[config.mk]
export PLATFORM = sky130hd
export DESIGN_NAME = issue_scheduler
export DESIGN_NICKNAME = d
export VERILOG_FILES = /design/src/rtl/issue_scheduler.sv
export SDC_FILE = /design/constraint.sdc
export NUM_CORES = 1
export LEC_CHECK = 0
export ABC_AREA = 1
export BUFFER_PORTS_ARGS = -buffer_cell sky130_fd_sc_hd__buf_2
export CAP_MARGIN = 5
export CORE_MARGIN = 4
export CORE_UTILIZATION = 25
export DETAILED_ROUTE_END_ITERATION = 8
export SYNTH_ARGS = -nofsm -noshare
export SYNTH_HDL_FRONTEND = slang
export SYNTH_SLANG_ARGS = --single-unit
[constraint.sdc]
create_clock -name clk -period 2.1 [get_ports clk]
set_input_delay 0.105 -clock clk [delete_from_list [all_inputs] [get_ports clk]]
set_output_delay 0.105 -clock clk [all_outputs]
set_load 0.05 [all_outputs]
[src/rtl/issue_scheduler.sv]
// In-order single-issue controller: scoreboard hazard checks, unit availability,
// flush drain of the dispatch queue and saturating stall counters.
package issue_scheduler_pkg;
  localparam int REG_W = 5;
  typedef struct packed {
    logic [7:0]       op;
    logic [REG_W-1:0] rs1;
    logic [REG_W-1:0] rs2;
    logic [REG_W-1:0] rd;
    logic             rd_wen;
    logic [1:0]       fu_sel;
  } decoded_instr_t;
endpackage

module issue_scheduler
  import issue_scheduler_pkg::*;
#(
  parameter int NUM_REGS = 32,
  parameter int MUL_LAT  = 3
) (
  input  logic                        clk,
  input  logic                        rst_n,
  input  logic                        q_empty,
  input  decoded_instr_t              q_instr,
  output logic                        q_r_en,
  input  logic                        flush,
  input  logic                        lsu_ready,
  input  logic                        wb0_valid,
  input  logic [$clog2(NUM_REGS)-1:0] wb0_rd,
  input  logic                        wb1_valid,
  input  logic [$clog2(NUM_REGS)-1:0] wb1_rd,
  output logic                        issue_valid,
  output decoded_instr_t              issue_instr,
  output logic [1:0]                  issue_fu,
  output logic [15:0]                 stall_raw_cnt,
  output logic [15:0]                 stall_fu_cnt
);
  localparam int RW  = $clog2(NUM_REGS);
  localparam int MCW = (MUL_LAT < 2) ? 1 : $clog2(MUL_LAT + 1);

  localparam logic [1:0] FU_ALU = 2'd0;
  localparam logic [1:0] FU_MUL = 2'd1;
  localparam logic [1:0] FU_LSU = 2'd2;

  typedef enum logic {ST_RUN = 1'b0, ST_FLUSH = 1'b1} state_t;

  state_t              state_r;
  logic [NUM_REGS-1:0] busy_r;
  logic [MCW-1:0]      mul_cnt_r;

  logic [NUM_REGS-1:0] clr_mask_s;
  logic [NUM_REGS-1:0] set_mask_s;
  logic [NUM_REGS-1:0] busy_eff_s;
  logic                src_ready_s;
  logic                dst_ready_s;
  logic                unit_ready_s;
  logic                run_s;
  logic                can_issue_s;
  logic                stall_s;

  // Issue decision; writebacks in flight this cycle already count as not busy.
  always_comb begin
    clr_mask_s = '0;
    set_mask_s = '0;
    for (int i = 0; i < NUM_REGS; i++) begin
      clr_mask_s[i] = (wb0_valid && (wb0_rd == RW'(i))) || (wb1_valid && (wb1_rd == RW'(i)));
    end
    busy_eff_s  = busy_r & ~clr_mask_s;
    src_ready_s = ~busy_eff_s[q_instr.rs1] & ~busy_eff_s[q_instr.rs2];
    dst_ready_s = ~q_instr.rd_wen | ~busy_eff_s[q_instr.rd];
    case (q_instr.fu_sel)
      FU_ALU:  unit_ready_s = 1'b1;
      FU_MUL:  unit_ready_s = (mul_cnt_r == '0);
      FU_LSU:  unit_ready_s = lsu_ready;
      default: unit_ready_s = 1'b0;
    endcase
    run_s       = (state_r == ST_RUN);
    can_issue_s = run_s & ~flush & ~q_empty & src_ready_s & dst_ready_s & unit_ready_s;
    stall_s     = run_s & ~flush & ~q_empty & ~can_issue_s;
    q_r_en      = run_s ? can_issue_s : ~q_empty;
    for (int i = 1; i < NUM_REGS; i++) begin
      set_mask_s[i] = can_issue_s && q_instr.rd_wen && (q_instr.rd == RW'(i));
    end
  end

  // FSM, scoreboard, MUL occupancy, issue register and stall counters.
  always_ff @(posedge clk) begin
    if (!rst_n) begin
      state_r       <= ST_RUN;
      busy_r        <= '0;
      mul_cnt_r     <= '0;
      issue_valid   <= 1'b0;
      issue_instr   <= '0;
      issue_fu      <= 2'd0;
      stall_raw_cnt <= 16'd0;
      stall_fu_cnt  <= 16'd0;
    end else begin
      case (state_r)
        ST_RUN:   state_r <= flush ? ST_FLUSH : ST_RUN;
        ST_FLUSH: state_r <= (!flush && q_empty) ? ST_RUN : ST_FLUSH;
        default:  state_r <= ST_RUN;
      endcase

      // A set for the issuing rd overrides a same-cycle writeback clear.
      busy_r <= busy_eff_s | set_mask_s;

      if (can_issue_s && (q_instr.fu_sel == FU_MUL)) begin
        mul_cnt_r <= MCW'(MUL_LAT);
      end else if (mul_cnt_r != '0) begin
        mul_cnt_r <= mul_cnt_r - MCW'(1);
      end else begin
        mul_cnt_r <= mul_cnt_r;
      end

      issue_valid <= can_issue_s;
      if (can_issue_s) begin
        issue_instr <= q_instr;
        issue_fu    <= q_instr.fu_sel;
      end else begin
        issue_instr <= issue_instr;
        issue_fu    <= issue_fu;
      end

      if (stall_s && !(src_ready_s && dst_ready_s)) begin
        if (stall_raw_cnt != 16'hFFFF) stall_raw_cnt <= stall_raw_cnt + 16'd1;
        else stall_raw_cnt <= stall_raw_cnt;
      end else if (stall_s && !unit_ready_s) begin
        if (stall_fu_cnt != 16'hFFFF) stall_fu_cnt <= stall_fu_cnt + 16'd1;
        else stall_fu_cnt <= stall_fu_cnt;
      end else begin
        stall_raw_cnt <= stall_raw_cnt;
        stall_fu_cnt  <= stall_fu_cnt;
      end
    end
  end
endmodule

# [Word level (Yosys, flattened, before mapping)]
# Index checks and enable logic that the tools add are counted.
[totals] ff_bits=94 elab_cells=292
[op_classes] addsub=3 n_lt_le_gt_ge=3 n_eq_ne=97 mux=13 bitwise_logic=20 n_reduce_logical=144
[op_table] operator="$eq A5 B5 Y1 const B" n=48
[op_table] operator="$eq A5 B4 Y1 const B" n=24
[op_table] operator="$logic_and A1 B1 Y1" n=101
[op_table] operator="$eq A5 B3 Y1 const B" n=12
[op_table] operator="$add A16 B1 Y16 const B" n=2
[op_table] operator="$and A32 B32 Y32" n=1
[op_table] operator="$logic_or A1 B1 Y1" n=32
[op_table] operator="$ne A16 B16 Y1 const B" n=2
[op_table] operator="$not A32 Y32" n=1
[op_table] operator="$or A32 B32 Y32" n=1
[op_table] operator="$eq A5 B2 Y1 const B" n=6
[op_table] operator="$lt A5 B6 Y1 const B" n=3
[op_table] operator="$bmux W1 S5" n=3
[op_table] operator="$eq A5 B1 Y1 const B" n=3
[op_table] operator="$logic_not A5 Y1" n=2
[op_table] operator="$not A1 Y1" n=9
[op_table] operator="$and A1 B1 Y1" n=7
[op_table] operator="$mux W1" n=6
[op_table] operator="$logic_not A2 Y1" n=2
[op_table] operator="$mux W2" n=2
[op_table] operator="$reduce_bool A2 Y1" n=2
[op_table] operator="$logic_not A1 Y1" n=3
[op_table] operator="$pmux W1 S3" n=1
[op_table] operator="$reduce_and A3 Y1" n=1
[op_table] operator="other kinds (6)" n=6

# [Depth between registers and ports, before layout]
# Gate-level depths: netlist (run 1).
[logic_depth] depth_word=17 depth_mapped=19 depth_no_buf=18

# [Worst setup path after synthesis (run 1)]
# OpenSTA, ideal clock, no wires.
[synth_path] path_type="register -> register" startpoint="reg stall_fu_cnt[0]" endpoint="reg stall_fu_cnt[10]" setup_ns=0.132 arrival_time_ns=2.281 required_time_ns=1.968 slack_ns=-0.313 stages_incl_launch_ff=10 n_path_buf=1 synth_period_minus_slack_ns=2.413 cell_sequence="dfxtp_1 ha_1 nand2_1 nor3_1 nand4_1 nor2_1 inv_1 clkbuf_1 nand3_1 a21oi_1"
[synth_between] elab_chain_cells=2 elab_cells_between_ends=3 cone_classes="add/sub: 1; eq/ne: 1; reduce/logical: 1"
[synth_rtl] item="start: declaration" line_no="36" rtl="output logic [15:0] stall_fu_cnt"
[synth_rtl] item="start signal: assignment" line_no="128" rtl="if (stall_fu_cnt != 16'hFFFF) stall_fu_cnt <= stall_fu_cnt + 16'd1;"
[synth_rtl] item="start signal: assignment" line_no="129" rtl="else stall_fu_cnt <= stall_fu_cnt;"
[synth_rtl] item="start signal: assignment" line_no="132" rtl="stall_fu_cnt <= stall_fu_cnt;"
[synth_rtl] item="branches (longest 2 deep; another with $add A16 B1 Y16)"
# Parallel ways; which one is timed is not known.
# A chain may end at the register's enable or synchronous reset.

# [Final worst setup path (run 1)]
[layout_path] startpoint="in wb1_rd[1]" endpoint="out q_r_en"
[layout_between] elab_chain_cells=13 elab_cells_between_ends=113 cone_classes="eq/ne: 31; mux: 7; bitwise: 10; reduce/logical: 65"
[layout_rtl] item="start: declaration" line_no="31" rtl="input logic [$clog2(NUM_REGS)-1:0] wb1_rd,"
[layout_rtl] item="$eq A5 B1 Y1, or another cell as far along" line_no="66" rtl="clr_mask_s[i] = (wb0_valid && (wb0_rd == RW'(i))) || (wb1_valid && (wb1_rd == RW'(i)));"
[layout_rtl] item="$logic_and A1 B1 Y1" line_no="66"
[layout_rtl] item="$logic_or A1 B1 Y1" line_no="66"
[layout_rtl] item="$not A32 Y32 *" line_no="68" rtl="busy_eff_s = busy_r & ~clr_mask_s;"
[layout_rtl] item="$and A32 B32 Y32 *" line_no="68"
[layout_rtl] item="$bmux W1 S5" line_no="69" rtl="src_ready_s = ~busy_eff_s[q_instr.rs1] & ~busy_eff_s[q_instr.rs2];"
[layout_rtl] item="$mux W1 (not written as such)" line_no="69"
[layout_rtl] item="$not A1 Y1" line_no="69"
[layout_rtl] item="$and A1 B1 Y1" line_no="69"
[layout_rtl] item="$and A1 B1 Y1" line_no="78" rtl="can_issue_s = run_s & ~flush & ~q_empty & src_ready_s & dst_ready_s & unit_ready_s;"
[layout_rtl] item="$and A1 B1 Y1 * (2 in series)" line_no="78"
[layout_rtl] item="$mux W1 *" line_no="80" rtl="q_r_en = run_s ? can_issue_s : ~q_empty;"
[layout_rtl] item="end: declaration" line_no="25" rtl="output logic q_r_en,"
# Mark *: on every way between the ends. The rest lies on a longest branch, timed or not. The select of a mux whose other input is x is not followed.

==> results of run 1 <==
==> logic make-up (layout without fill, tap and decap cells) <==
logic type                 Yosys count  in the layout
adders and majority gates            3              3
and+or+nand+nor                    590            590
DFF                                 94             94
xor gates and xnor gates            28             28
buffers and inverters              121            306
AOI/OAI and AO/OA                  109            109
==> stage by stage <==
step / setup TNS, ns / cells / power (mW) / utilization / hold WS (ns)
final: -0.0207 / 1449 / 4.47 / 0.377 / 0.0228
after global routing: -2.67 / 1449 / 4.67 / 0.377 / 0.0312
after CTS: 0 / 1439 / 4.41 / 0.344 / 0.00776
after detailed placement: -26.71 / 1410 / 2.70 / 0.317 / 0.333
after global placement: -26.03 / 1410 / 2.70 / 0.317 / 0.330
after floorplan: 0 / 945 / 2.40 / - / 0.239
==> flip-flops by register name, indices dropped and copies added (netlist names) <==
register,flops
issue_valid,1
mul_cnt_r,2
busy_r,32
stall_raw_cnt,16
stall_fu_cnt,16
issue_instr,24
issue_fu,2
state_r,1
==> what timing repair did <==
| action | in CTS | in global routing |
|---|---|---|
| endpoints found under the setup margin | 19 | 93 |
| pin swaps | 15 | 34 |
| endpoints found under the hold margin | 9 | 0 |
| cloned | 0 | 6 |
| resized for setup | 59 | 169 |
| hold buffers | 9 | 0 |
| setup buffers | 5 | 5 |
==> power breakdown <==
| group | switching [mW] | internal, mW | leakage (nW) |
|---|---|---|---|
| sequential | 0.0262 | 1.83 | 0.773 |
| clock | 0.820 | 0.832 | 0.134 |
| combinational | 0.621 | 0.347 | 2.62 |
| total | 1.47 | 3.00 | 3.53 |
==> layout by cell type (no fill, tap or decap), types with 6 or more instances in the layout <==
master / n
sky130_fd_sc_hd__xor2_1: 22
sky130_fd_sc_hd__dlygate4sd3_1: 9
sky130_fd_sc_hd__buf_4: 75
sky130_fd_sc_hd__nand3_4: 13
sky130_fd_sc_hd__inv_1: 63
sky130_fd_sc_hd__o21ai_0: 16
sky130_fd_sc_hd__nand2_4: 7
sky130_fd_sc_hd__buf_2: 99
sky130_fd_sc_hd__nor2_2: 23
sky130_fd_sc_hd__nand2_1: 173
sky130_fd_sc_hd__clkbuf_16: 14
sky130_fd_sc_hd__dfxtp_2: 28
sky130_fd_sc_hd__nand4_1: 43
sky130_fd_sc_hd__nand2_2: 21
sky130_fd_sc_hd__nor2_4: 12
sky130_fd_sc_hd__nand3_1: 126
sky130_fd_sc_hd__xnor2_1: 6
sky130_fd_sc_hd__nor2_1: 97
sky130_fd_sc_hd__buf_12: 11
sky130_fd_sc_hd__o21ai_1: 19
sky130_fd_sc_hd__buf_6: 9
sky130_fd_sc_hd__dfxtp_1: 66
sky130_fd_sc_hd__inv_2: 8
sky130_fd_sc_hd__nor3_1: 14
sky130_fd_sc_hd__a21oi_1: 45
sky130_fd_sc_hd__a21oi_2: 20
sky130_fd_sc_hd__nand3_2: 53
==> how the worst max path moves through the flow <==
| stage | start | to | slack (ns) | cells past startpoint |
|---|---|---|---|---|
| 2_1_floorplan | q_instr[8] | q_r_en | 0.005 | 16 |
| 6_report | wb1_rd[1] | q_r_en | -0.02 | 18 |
| 4_1_cts | busy_r[11] | q_r_en | 0.002 | 15 |
| 3_5_place_dp | wb1_rd[3] | busy_r[24] | -0.39 | 17 |
| 3_3_place_gp | wb1_rd[3] | busy_r[24] | -0.37 | 17 |
| 5_1_grt | wb1_rd[0] | q_r_en | -0.17 | 18 |
==> Yosys cell counts (4+ instances only) <==
cell type                  count  share of area
sky130_fd_sc_hd__buf_2         7         0.0059
sky130_fd_sc_hd__nor2_1      123          0.078
sky130_fd_sc_hd__o21ai_1      11         0.0093
sky130_fd_sc_hd__nor4_1        4         0.0042
sky130_fd_sc_hd__xor2_1       22          0.032
sky130_fd_sc_hd__nand3_1     191           0.16
sky130_fd_sc_hd__nand2_1     198           0.13
sky130_fd_sc_hd__inv_1        70          0.044
sky130_fd_sc_hd__xnor2_1       6         0.0089
sky130_fd_sc_hd__buf_1         5         0.0032
sky130_fd_sc_hd__nor3_1       15          0.013
sky130_fd_sc_hd__nor2_2        4         0.0042
sky130_fd_sc_hd__o21ai_0      26          0.022
sky130_fd_sc_hd__buf_6         4         0.0076
sky130_fd_sc_hd__dfxtp_1      94           0.32
sky130_fd_sc_hd__inv_2         4         0.0025
sky130_fd_sc_hd__a21oi_1      65          0.055
sky130_fd_sc_hd__nor2_4        5         0.0095
sky130_fd_sc_hd__buf_4         8          0.010
sky130_fd_sc_hd__nand4_1      43          0.045
sky130_fd_sc_hd__o22ai_1       6         0.0063
sky130_fd_sc_hd__clkbuf_1     21          0.013
==> worst max-delay path, delay by kind of cell <==
kind                   cells  cell delay (ns)
and+or+nand+nor           14             1.47
buffers and inverters      4             0.43
==> final cells by class <==
class / count / area [µm²] / share of cell area
clock inverter: 7 / 65.1 / 0.00737
tap: 319 / 399 / 0.0452
timing repair buffer: 213 / 1660 / 0.188
sequential: 94 / 1920 / 0.217
inverter: 76 / 303 / 0.0343
multi-input combinational: 730 / 4250 / 0.481
timing repair inverter: 1 / 6.26 / 0.000709
clock buffer: 9 / 225 / 0.0255
==> layer usage <==
layer / global-route usage / up-vias / wire [µm]
met4: 0.0646 / 4 / 690
met5: 0 / - / 27
li1: - / 3530 / -
met3: 0.0325 / 67 / 1450
met1: 0.223 / 3306 / 9980
met2: 0.250 / 299 / 10100
==> results.py, run 1 <==
metrics = {
    "setup_path": {
        "critPathKind": "in2out",
        "kind_of_capture_point_of_the_worst_setup_path": "output pin",
        "slowest_stage_cell_cp": "sky130_fd_sc_hd__nor2_4",
        "crit-reg2reg-capture": "busy_r[19]",
        "worst-endpoint-required_ns": 2.00,
        "reg2reg_from": "busy_r[17]",
        "worst_ep_arrival_time_ns": 2.02,
        "register_to_register_setup_slack_ns": 0.09,
        "worstRegToRegCells": 15,
        "sort_of_element_at_the_start_of_the_critical_path": "primary input",
        "critical-path-max-stage-delay_ns": 0.22,
        "critical_path_peak_fanout": 4,
        "path_cells": "buf_6, buf_6, nor2_4, nand3_2, nand3_4, nand2_1, nand3_1, nand3_1, nand3_1, nand2_1, nand2_1, nand2_2, nor2_4, nand3_4, nor2_8, inv_6, nand2_4, buf_8",
    },
    "timing": {
        "setup_ws_ns": -0.0207,
        "timing_worst_slew_pin_value_ns": 0.575,
        "timing.max_slew.rel_slack": 0.616,
        "final_max_slew_viol_count": 0,
        "timing.final.crit_period_ns": 2.12,
        "finalClockSkew_ns": 0.00779,
        "finalHoldViolations": 0,
        "fmaxAchievable_ghz": 0.472,
        "min_period_over_period": 1.01,
        "rsz0062_at_grt": "yes",
        "finalSetupViolations": 1,
    },
    "floorplanning": {
        "core_region_area_um2": 23400,
        "std_cell_rows": 56,
        "design.portCount": 105,
        "die_w_um": 162,
        "dieArea_um2": 26300,
        "initial_utilization": 0.253,
        "die-height_um": 162,
    },
    "synthesis": {
        "synth_top_family_by_area": "simple AND/OR/NAND/NOR gates",
        "async_set_or_reset_flop_fraction_in_the_synthesized_netlist": 0,
        "synth.lib_cells_used.distinct": 30,
        "synth-main-ff-cell": "sky130_fd_sc_hd__dfxtp_1",
        "synthSimpleGateAreaFrac": 0.452,
        "post_synth_xor_area_fraction": 0.0413,
        "synthMuxAreaShare": 0,
        "ys_seq_elements": 94,
        "synth-compound-area-share": 0.0943,
        "cell_area_after_technology_mapping_um2": 5930,
        "synthAdderAreaFrac": 0.00633,
        "synthesis.yosys.warnings": 0,
        "count_of_flip_flops_with_a_built_in_enable_after_synthesis": 0,
        "syn-mean-instance-area_um2": 6.28,
        "syn-instance-count": 945,
        "synth_sequential_area_ratio": 0.317,
        "synth_nets": 991,
    },
    "worst_hold_path": {
        "timing.hold.worst.class": "in2reg",
        "hold_path_depth": 3,
        "min_from": "q_instr[1]",
        "hold_end": "issue_fu[1]",
    },
    "clock_network": {
        "insertion_delay_ns": 0.35,
        "clock_buffers_created_by_tritoncts": 9,
        "cts.root.buffer_cell": "sky130_fd_sc_hd__clkbuf_16",
        "clk_pin_slew_worst_paths_ns": 0.07,
        "tritoncts": "built",
        "cts_max_path_buffers": 2,
        "htree_num_levels": 3,
        "cts.sinks": 94,
    },
    "drt": {
        "drc": 0,
        "ant_nets": 0,
        "num_vias": 7206,
        "route.detailed.vias_per_inst": 4.97,
        "detailedRoute.firstIterationViolations": 594,
        "routedWlPerCell_um": 15.4,
        "routed_wl_um": 22200,
        "drt_pass_1_iters": 5,
    },
    "final_layout": {
        "ant_diodes": 0,
        "proportion_of_layout_cells_with_a_drive_suffix_above_1": 0.369,
        "fillerInstances": 2514,
        "area_delta_synth_final_pct": 48.7,
        "layout.nets": 1171,
        "design_area_um2": 8820,
    },
    "grt": {
        "first_pass_grt_wire_length_um": 35100,
        "grt_util_all_layers": 0.162,
        "antenna_found_initial": 2,
        "globalRouteOverflowTotal": 0,
        "grt_max_degree": 36,
        "first_global_vias": 6827,
    },
    "status": {
        "status": "finished with violations",
        "failed_checks": "setup timing",
    },
    "placed_design": {
        "hpwlAfterDp_um": 16100,
        "place.gp.congestion": 1.00,
        "placedInstanceArea_um2": 7420,
        "io_buffers": 104,
        "placement.setup.worst_slack_ns": -0.391,
    },
    "power": {
        "peakVddDrop_v": 0.000373,
        "power.leakage_nw": 3.53,
        "cellPowerDensity_nw_per_um2": 507,
    },
    "flow_run": {
        "max_cap_viol_count": 0,
    },
}
Power figures use the tool's default switching activity.
==> run 2, diff against run 1 <==
--- a/config.mk
+++ b/config.mk
@@ -5,7 +5,6 @@
 export SDC_FILE = /design/constraint.sdc
 export NUM_CORES = 1
 export LEC_CHECK = 0
-export ABC_AREA = 1
 export BUFFER_PORTS_ARGS = -buffer_cell sky130_fd_sc_hd__buf_2
 export CAP_MARGIN = 5
 export CORE_MARGIN = 4
@@ -14,3 +13,4 @@
 export SYNTH_ARGS = -nofsm -noshare
 export SYNTH_HDL_FRONTEND = slang
 export SYNTH_SLANG_ARGS = --single-unit
+export TNS_END_PERCENT = 20
==> run 2 against run 1 <==
Net effect:
- the run still ends with setup timing left
- final cell count fell by 11%
- non-clock buffer count rose by 130
- first-iteration DRC count fell by 16%
- via count fell by 3.8%
- clock power rose by 2%
- clock-buffer cell count rose by 4
- worst hold slack improved by 0.012 ns
- critical path depth fell by 5
- global-route usage rose by 1.7 points
- largest cell class unchanged
==> results.py, run 2 <==
metrics = {
    "flow_run": {
        "max_cap_viol_count": 0,
    },
    "power": {
        "power.share.combinational": 0.235,
        "p_total_mw": 4.60,
        "switchingPower_mw": 1.30,
        "pwr-share-clk": 0.367,
        "sw_frac_of_total": 0.283,
        "sequential_share_of_power": 0.398,
        "peakVddDrop_v": 0.000358,
        "power.leakage_nw": 3.74,
        "cellPowerDensity_nw_per_um2": 500,
        "power.internal_mw": 3.30,
    },
    "timing": {
        "rsz0062_at_grt": "yes",
        "final_max_slew_viol_count": 0,
        "timing.setup.tns_ns": -55.83,
        "setup_ws_ns": -0.767,
        "fmaxAchievable_ghz": 0.349,
        "min_period_over_period": 1.37,
        "finalHoldViolations": 0,
        "timing_worst_slew_pin_value_ns": 0.573,
        "finalHoldWorstSlack_ns": 0.0344,
        "finalClockSkew_ns": 0.0115,
        "finalSetupViolations": 93,
        "timing.max_slew.rel_slack": 0.617,
        "timing.final.crit_period_ns": 2.87,
    },
    "clock_network": {
        "insertion_delay_ns": 0.35,
        "tritoncts": "built",
        "htree_num_levels": 3,
        "cts.sinks": 94,
        "cts_max_path_buffers": 2,
        "cts.root.buffer_cell": "sky130_fd_sc_hd__clkbuf_16",
        "clk_pin_slew_worst_paths_ns": 0.06,
        "clock_buffers_created_by_tritoncts": 9,
    },
    "floorplanning": {
        "die_w_um": 159,
        "initial_utilization": 0.258,
        "std_cell_rows": 54,
        "design.portCount": 105,
        "die-height_um": 159,
        "dieArea_um2": 25200,
        "core_region_area_um2": 22100,
    },
    "synthesis": {
        "post-synth-top-count-cell": "sky130_fd_sc_hd__nand2_1",
        "synth-main-ff-cell": "sky130_fd_sc_hd__dfxtp_1",
        "synth_sequential_area_ratio": 0.331,
        "area_share_of_the_largest_cell_type_after_synthesis": 0.331,
        "ys_seq_elements": 94,
        "synthesis.yosys.warnings": 0,
        "synth.top_cells.by_count": "sky130_fd_sc_hd__nand2_1 (103), sky130_fd_sc_hd__dfxtp_1 (94), sky130_fd_sc_hd__nand3_1 (52), sky130_fd_sc_hd__clkbuf_1 (33), sky130_fd_sc_hd__nor2_1 (31)",
        "async_set_or_reset_flop_fraction_in_the_synthesized_netlist": 0,
        "syn-mean-instance-area_um2": 8.01,
        "synth_top_area_cell": "sky130_fd_sc_hd__dfxtp_1",
        "syn-instance-count": 710,
        "synth_area_leaders": "sky130_fd_sc_hd__dfxtp_1 (33%), sky130_fd_sc_hd__nand2_1 (6.8%), sky130_fd_sc_hd__nand3_1 (4.6%)",
        "synth.lib_cells_used.distinct": 69,
        "count_of_flip_flops_with_a_built_in_enable_after_synthesis": 0,
        "cell_area_after_technology_mapping_um2": 5690,
        "synth_nets": 756,
    },
    "status": {
        "failed_checks": "setup timing",
        "status": "finished with violations",
    },
    "final_layout": {
        "fillerInstances": 2222,
        "most_flop_heavy_register": "busy_r",
        "area_delta_synth_final_pct": 61.8,
        "mostFrequentLayoutCells": "sky130_fd_sc_hd__buf_4 (203), sky130_fd_sc_hd__nand2_1 (98), sky130_fd_sc_hd__buf_2 (98)",
        "layout.cells.non_filler": 1293,
        "ant_diodes": 0,
        "number_of_flip_flops_in_the_largest_register": 32,
        "top_regs": "busy_r: 32 flops, issue_instr: 24 flops",
        "layout.cells.most_common": "sky130_fd_sc_hd__buf_4",
        "proportion_of_layout_cells_with_a_drive_suffix_above_1": 0.456,
        "layout.nets": 1054,
        "layout.core_utilization": 0.417,
        "design_area_um2": 9210,
    },
    "drt": {
        "ant_nets": 0,
        "routed_wl_um": 24100,
        "routedWlPerCell_um": 18.7,
        "drc": 0,
        "detailedRoute.firstIterationViolations": 501,
        "drt_pass_1_iters": 5,
        "num_vias": 6930,
        "route.detailed.vias_per_inst": 5.36,
    },
    "setup_path": {
        "critical_path_peak_fanout": 9,
        "register_to_register_setup_slack_ns": -0.66,
        "crit-reg2reg-capture": "stall_raw_cnt[6]",
        "kind_of_capture_point_of_the_worst_setup_path": "output pin",
        "critPathKind": "in2out",
        "worst_ep_arrival_time_ns": 2.76,
        "reg2reg_from": "busy_r[11]",
        "worst-endpoint-required_ns": 2.00,
        "worstRegToRegCells": 13,
        "sort_of_element_at_the_start_of_the_critical_path": "primary input",
    },
    "placed_design": {
        "place.gp.congestion": 0.943,
        "hpwlAfterDp_um": 17700,
        "placedInstanceArea_um2": 7910,
        "post-place-cells": 1238,
        "placement.setup.worst_slack_ns": -1.11,
        "io_buffers": 104,
    },
    "grt": {
        "gr-usage-met1": 0.238,
        "grt_max_degree": 104,
        "met2_usage": 0.290,
        "first_pass_grt_wire_length_um": 36700,
        "globalRouteOverflowTotal": 0,
        "antenna_found_initial": 1,
        "globalRouteMet3Util": 0.0373,
        "grt-busiest-layer": "met2",
        "first_global_vias": 6561,
        "grt_util_all_layers": 0.179,
    },
    "worst_hold_path": {
        "hold_path_depth": 3,
        "min_from": "flush",
        "timing.hold.worst.class": "in2reg",
        "hold_end": "state_r",
    },
}
run 2: repair_timing:
| action | 4_1_cts | 5_1_grt |
|---|---|---|
| setup buffers | 8 | 19 |
| hold endpoints to repair | 9 | 0 |
| hold buffers | 9 | 0 |
| gates resized for setup | 75 | 63 |
| cloned | 2 | 2 |
| endpoints found under the setup margin | 93 | 93 |
| pin swaps | 29 | 19 |
run 2: layout make-up:
| class | count | area (µm²) | share of cell area |
|---|---|---|---|
| multi-input cells | 545 | 4010 | 0.436 |
| repair buffers | 343 | 2600 | 0.282 |
| flip-flops and latches | 94 | 1890 | 0.205 |
| well taps | 280 | 350 | 0.0381 |
| clock buffers | 13 | 260 | 0.0283 |
| inverters | 15 | 56.3 | 0.00612 |
| clock inverters | 3 | 42.5 | 0.00462 |
run 2: critical path: stages:
cell and delay (ns):
sky130_fd_sc_hd__buf_2 0.17, sky130_fd_sc_hd__buf_4 0.15, sky130_fd_sc_hd__nand4b_1 0.33, sky130_fd_sc_hd__buf_4 0.27, sky130_fd_sc_hd__o221a_2 0.25, sky130_fd_sc_hd__mux2_2 0.27
sky130_fd_sc_hd__o22ai_1 0.13, sky130_fd_sc_hd__a211oi_1 0.11, sky130_fd_sc_hd__o22a_2 0.26, sky130_fd_sc_hd__nor4_4 0.31, sky130_fd_sc_hd__buf_4 0.18, sky130_fd_sc_hd__a21o_4 0.09
sky130_fd_sc_hd__buf_8 0.13
run 2: worst max-delay path by stage:
stage | from | to
CTS | wb0_rd[0] | q_r_en
finish | wb1_rd[4] | q_r_en
detailed placement | wb0_rd[4] | busy_r[5]
floorplan | wb0_rd[0] | q_r_en
global route | wb1_rd[4] | q_r_en
global placement | wb0_rd[4] | busy_r[9]
run 2: cells by family (layout without fill, tap and decap cells):
family / count (synthesis) / count (layout) / synth area share
mux: 20 / 20 / 0.0378
flops: 94 / 94 / 0.331
compound gates: 203 / 203 / 0.266
xor+xnor: 3 / 3 / 0.00462
simple gates: 316 / 316 / 0.299
buf+inv: 71 / 374 / 0.0558
fa+ha+maj: 3 / 3 / 0.00660
run 2: per-layer routing:
metal | vias up | part of all wire
met4 | 2 | 0.029
met3 | 56 | 0.070
li1 | 3287 | -
met5 | - | 0.00054
met1 | 3316 | 0.44
met2 | 269 | 0.46
run 2: power by group through the flow:
stage | Combinational, mW | Clock [mW] | Sequential, mW
after floorplan | 0.441 | 0 | 1.93
after global placement | 0.903 | 0 | 1.87
after detailed placement | 0.903 | 0 | 1.87
after CTS | 0.990 | 1.73 | 1.83
after global routing | 1.16 | 1.80 | 1.84
final | 1.08 | 1.69 | 1.83
==> run 3, diff against run 2 <==
--- a/config.mk
+++ b/config.mk
@@ -10,6 +10,7 @@
 export CORE_MARGIN = 4
 export CORE_UTILIZATION = 25
 export DETAILED_ROUTE_END_ITERATION = 8
+export PLACE_DENSITY = 0.41
 export SYNTH_ARGS = -nofsm -noshare
 export SYNTH_HDL_FRONTEND = slang
 export SYNTH_SLANG_ARGS = --single-unit
==> run 3 against run 2 <==
Net effect:
- the flow still finishes with violations (setup timing)
- worst hold slack better by 0.0057 ns
- global-route usage is 1.5 points higher
- final cell count is 0.54% lower
- routed wire length is 5.5% higher
- clock power is 7% lower
- first-iteration DRC count is 29% lower
- clock skew is 0.0036 ns lower
- clock-buffer cell count is 1 lower
- fmax is 0.72% higher
- sequential share of layout area hardly changed
- critical path depth is 2 higher
- largest power group unchanged
==> results.py, run 3 (synthesized netlist as in run 2, its figures left out) <==
metrics = {
    "status": {
        "status": "finished with violations",
        "failed_checks": "setup timing",
    },
    "final_layout": {
        "mostFrequentLayoutCells": "sky130_fd_sc_hd__buf_4 (189), sky130_fd_sc_hd__nand2_1 (100), sky130_fd_sc_hd__buf_2 (97)",
        "ant_diodes": 0,
        "layout.nets": 1047,
        "proportion_of_layout_cells_with_a_drive_suffix_above_1": 0.471,
        "area_delta_synth_final_pct": 62.2,
        "top_regs": "busy_r: 32 flops, issue_instr: 24 flops",
        "layout.cells.most_common": "sky130_fd_sc_hd__buf_4",
        "number_of_flip_flops_in_the_largest_register": 32,
        "most_flop_heavy_register": "busy_r",
        "layout.core_utilization": 0.418,
    },
    "drt": {
        "detailedRoute.firstIterationViolations": 354,
        "num_vias": 6818,
        "drc": 0,
        "routed_wl_um": 25400,
        "routedWlPerCell_um": 19.8,
        "ant_nets": 0,
        "drt_pass_1_iters": 4,
        "route.detailed.vias_per_inst": 5.30,
    },
    "setup_path": {
        "kind_of_capture_point_of_the_worst_setup_path": "output pin",
        "worst_ep_arrival_time_ns": 2.74,
        "critical_path_peak_fanout": 8,
        "critPathKind": "in2out",
        "sort_of_element_at_the_start_of_the_critical_path": "primary input",
        "worst-endpoint-required_ns": 2.00,
    },
    "timing": {
        "timing.final.crit_period_ns": 2.85,
        "timing_worst_slew_pin_value_ns": 0.560,
        "setup_ws_ns": -0.747,
        "finalSetupViolations": 93,
        "finalHoldViolations": 0,
        "timing.setup.tns_ns": -45.56,
        "final_max_slew_viol_count": 0,
        "finalClockSkew_ns": 0.00790,
        "rsz0062_at_grt": "yes",
        "timing.max_slew.rel_slack": 0.623,
        "min_period_over_period": 1.36,
        "fmaxAchievable_ghz": 0.351,
    },
    "clock_network": {
        "insertion_delay_ns": 0.36,
        "cts.root.buffer_cell": "sky130_fd_sc_hd__clkbuf_16",
        "htree_num_levels": 3,
        "clk_pin_slew_worst_paths_ns": 0.07,
        "tritoncts": "built",
        "cts_max_path_buffers": 2,
        "cts.sinks": 94,
        "clock_buffers_created_by_tritoncts": 9,
    },
    "worst_hold_path": {
        "timing.hold.worst.class": "in2reg",
    },
    "grt": {
        "grt_max_degree": 104,
        "first_global_vias": 6789,
        "antenna_found_initial": 0,
        "globalRouteOverflowTotal": 0,
        "grt_util_all_layers": 0.194,
        "first_pass_grt_wire_length_um": 38800,
    },
    "flow_run": {
        "max_cap_viol_count": 0,
    },
    "power": {
        "p_total_mw": 4.53,
        "cellPowerDensity_nw_per_um2": 490,
        "peakVddDrop_v": 0.000416,
        "power.leakage_nw": 3.71,
    },
    "floorplanning": {
        "die-height_um": 159,
        "dieArea_um2": 25200,
        "design.portCount": 105,
        "core_region_area_um2": 22100,
        "initial_utilization": 0.258,
        "std_cell_rows": 54,
        "die_w_um": 159,
    },
    "placed_design": {
        "place.gp.congestion": 0.979,
        "io_buffers": 104,
        "placement.setup.worst_slack_ns": -1.16,
        "hpwlAfterDp_um": 19100,
    },
}
==> run 3: per-stage QoR <==
step | area (µm²) | cells | hold WS [ns]
after floorplan | 5750 | 710 | 0.222
after global placement | 7890 | 1235 | 0.327
after detailed placement | 7890 | 1235 | 0.338
after CTS | 9020 | 1283 | 0.00263
after global routing | 9230 | 1286 | 0.0550
final | 9230 | 1286 | 0.0401
==> run 3: power by group <==
group          switching [mW]  internal (mW)
sequential             0.0157           1.82
clock                   0.736          0.831
combinational           0.615          0.510
total                    1.37           3.16
==> run 3: worst max-delay path, cell delays in order <==
cell and delay, ns:
sky130_fd_sc_hd__buf_2 0.11, sky130_fd_sc_hd__buf_4 0.16, sky130_fd_sc_hd__nand4bb_1 0.29, sky130_fd_sc_hd__o221ai_1 0.38, sky130_fd_sc_hd__buf_4 0.23, sky130_fd_sc_hd__nand3b_1 0.08, sky130_fd_sc_hd__a21oi_1 0.18, sky130_fd_sc_hd__nor4_2 0.08
sky130_fd_sc_hd__buf_4 0.15, sky130_fd_sc_hd__and4_4 0.14, sky130_fd_sc_hd__buf_6 0.11, sky130_fd_sc_hd__nor4_4 0.32, sky130_fd_sc_hd__buf_4 0.19, sky130_fd_sc_hd__a21o_4 0.09, sky130_fd_sc_hd__buf_8 0.13
==> run 3: final cells by class <==
| class | count | area (µm²) |
|---|---|---|
| multi-input cells | 545 | 4090 |
| flip-flops and latches | 94 | 1890 |
| fillers | 2185 | 12900 |
| clock inverters | 4 | 22.5 |
| inverters | 15 | 56.3 |
| repair buffers | 336 | 2580 |
| well taps | 280 | 350 |
| clock buffers | 12 | 246 |
==> run 3: repair_timing <==
action,CTS,global route
setup endpoints to repair,93,93
hold buffers,9,1
resized for setup,122,53
gates cloned,4,2
pin swaps,46,24
buffers inserted,21,6
endpoints found under the hold margin,9,1
==> run 3: layer usage <==
metal  share of wire  wire (µm)  GRT usage  up-vias
met5               0          0          0        -
met3           0.057       1450     0.0363       56
met2            0.47      12000      0.322      221
met1            0.43      11000      0.245     3276
met4           0.040       1010     0.0880        0
li1                -          -          -     3265
==> run 3: worst paths after layout <==
check	slack [ns]	endpoint	startpoint	cells past startpoint
setup / recovery	-0.75	q_r_en	wb1_rd[2]	15
hold / removal	0.04	mul_cnt_r[1]	q_instr[0]	3
setup reg to reg	-0.52	issue_instr[13]	busy_r[7]	14
hold reg to reg	0.45	issue_instr[8]	issue_instr[8]	2
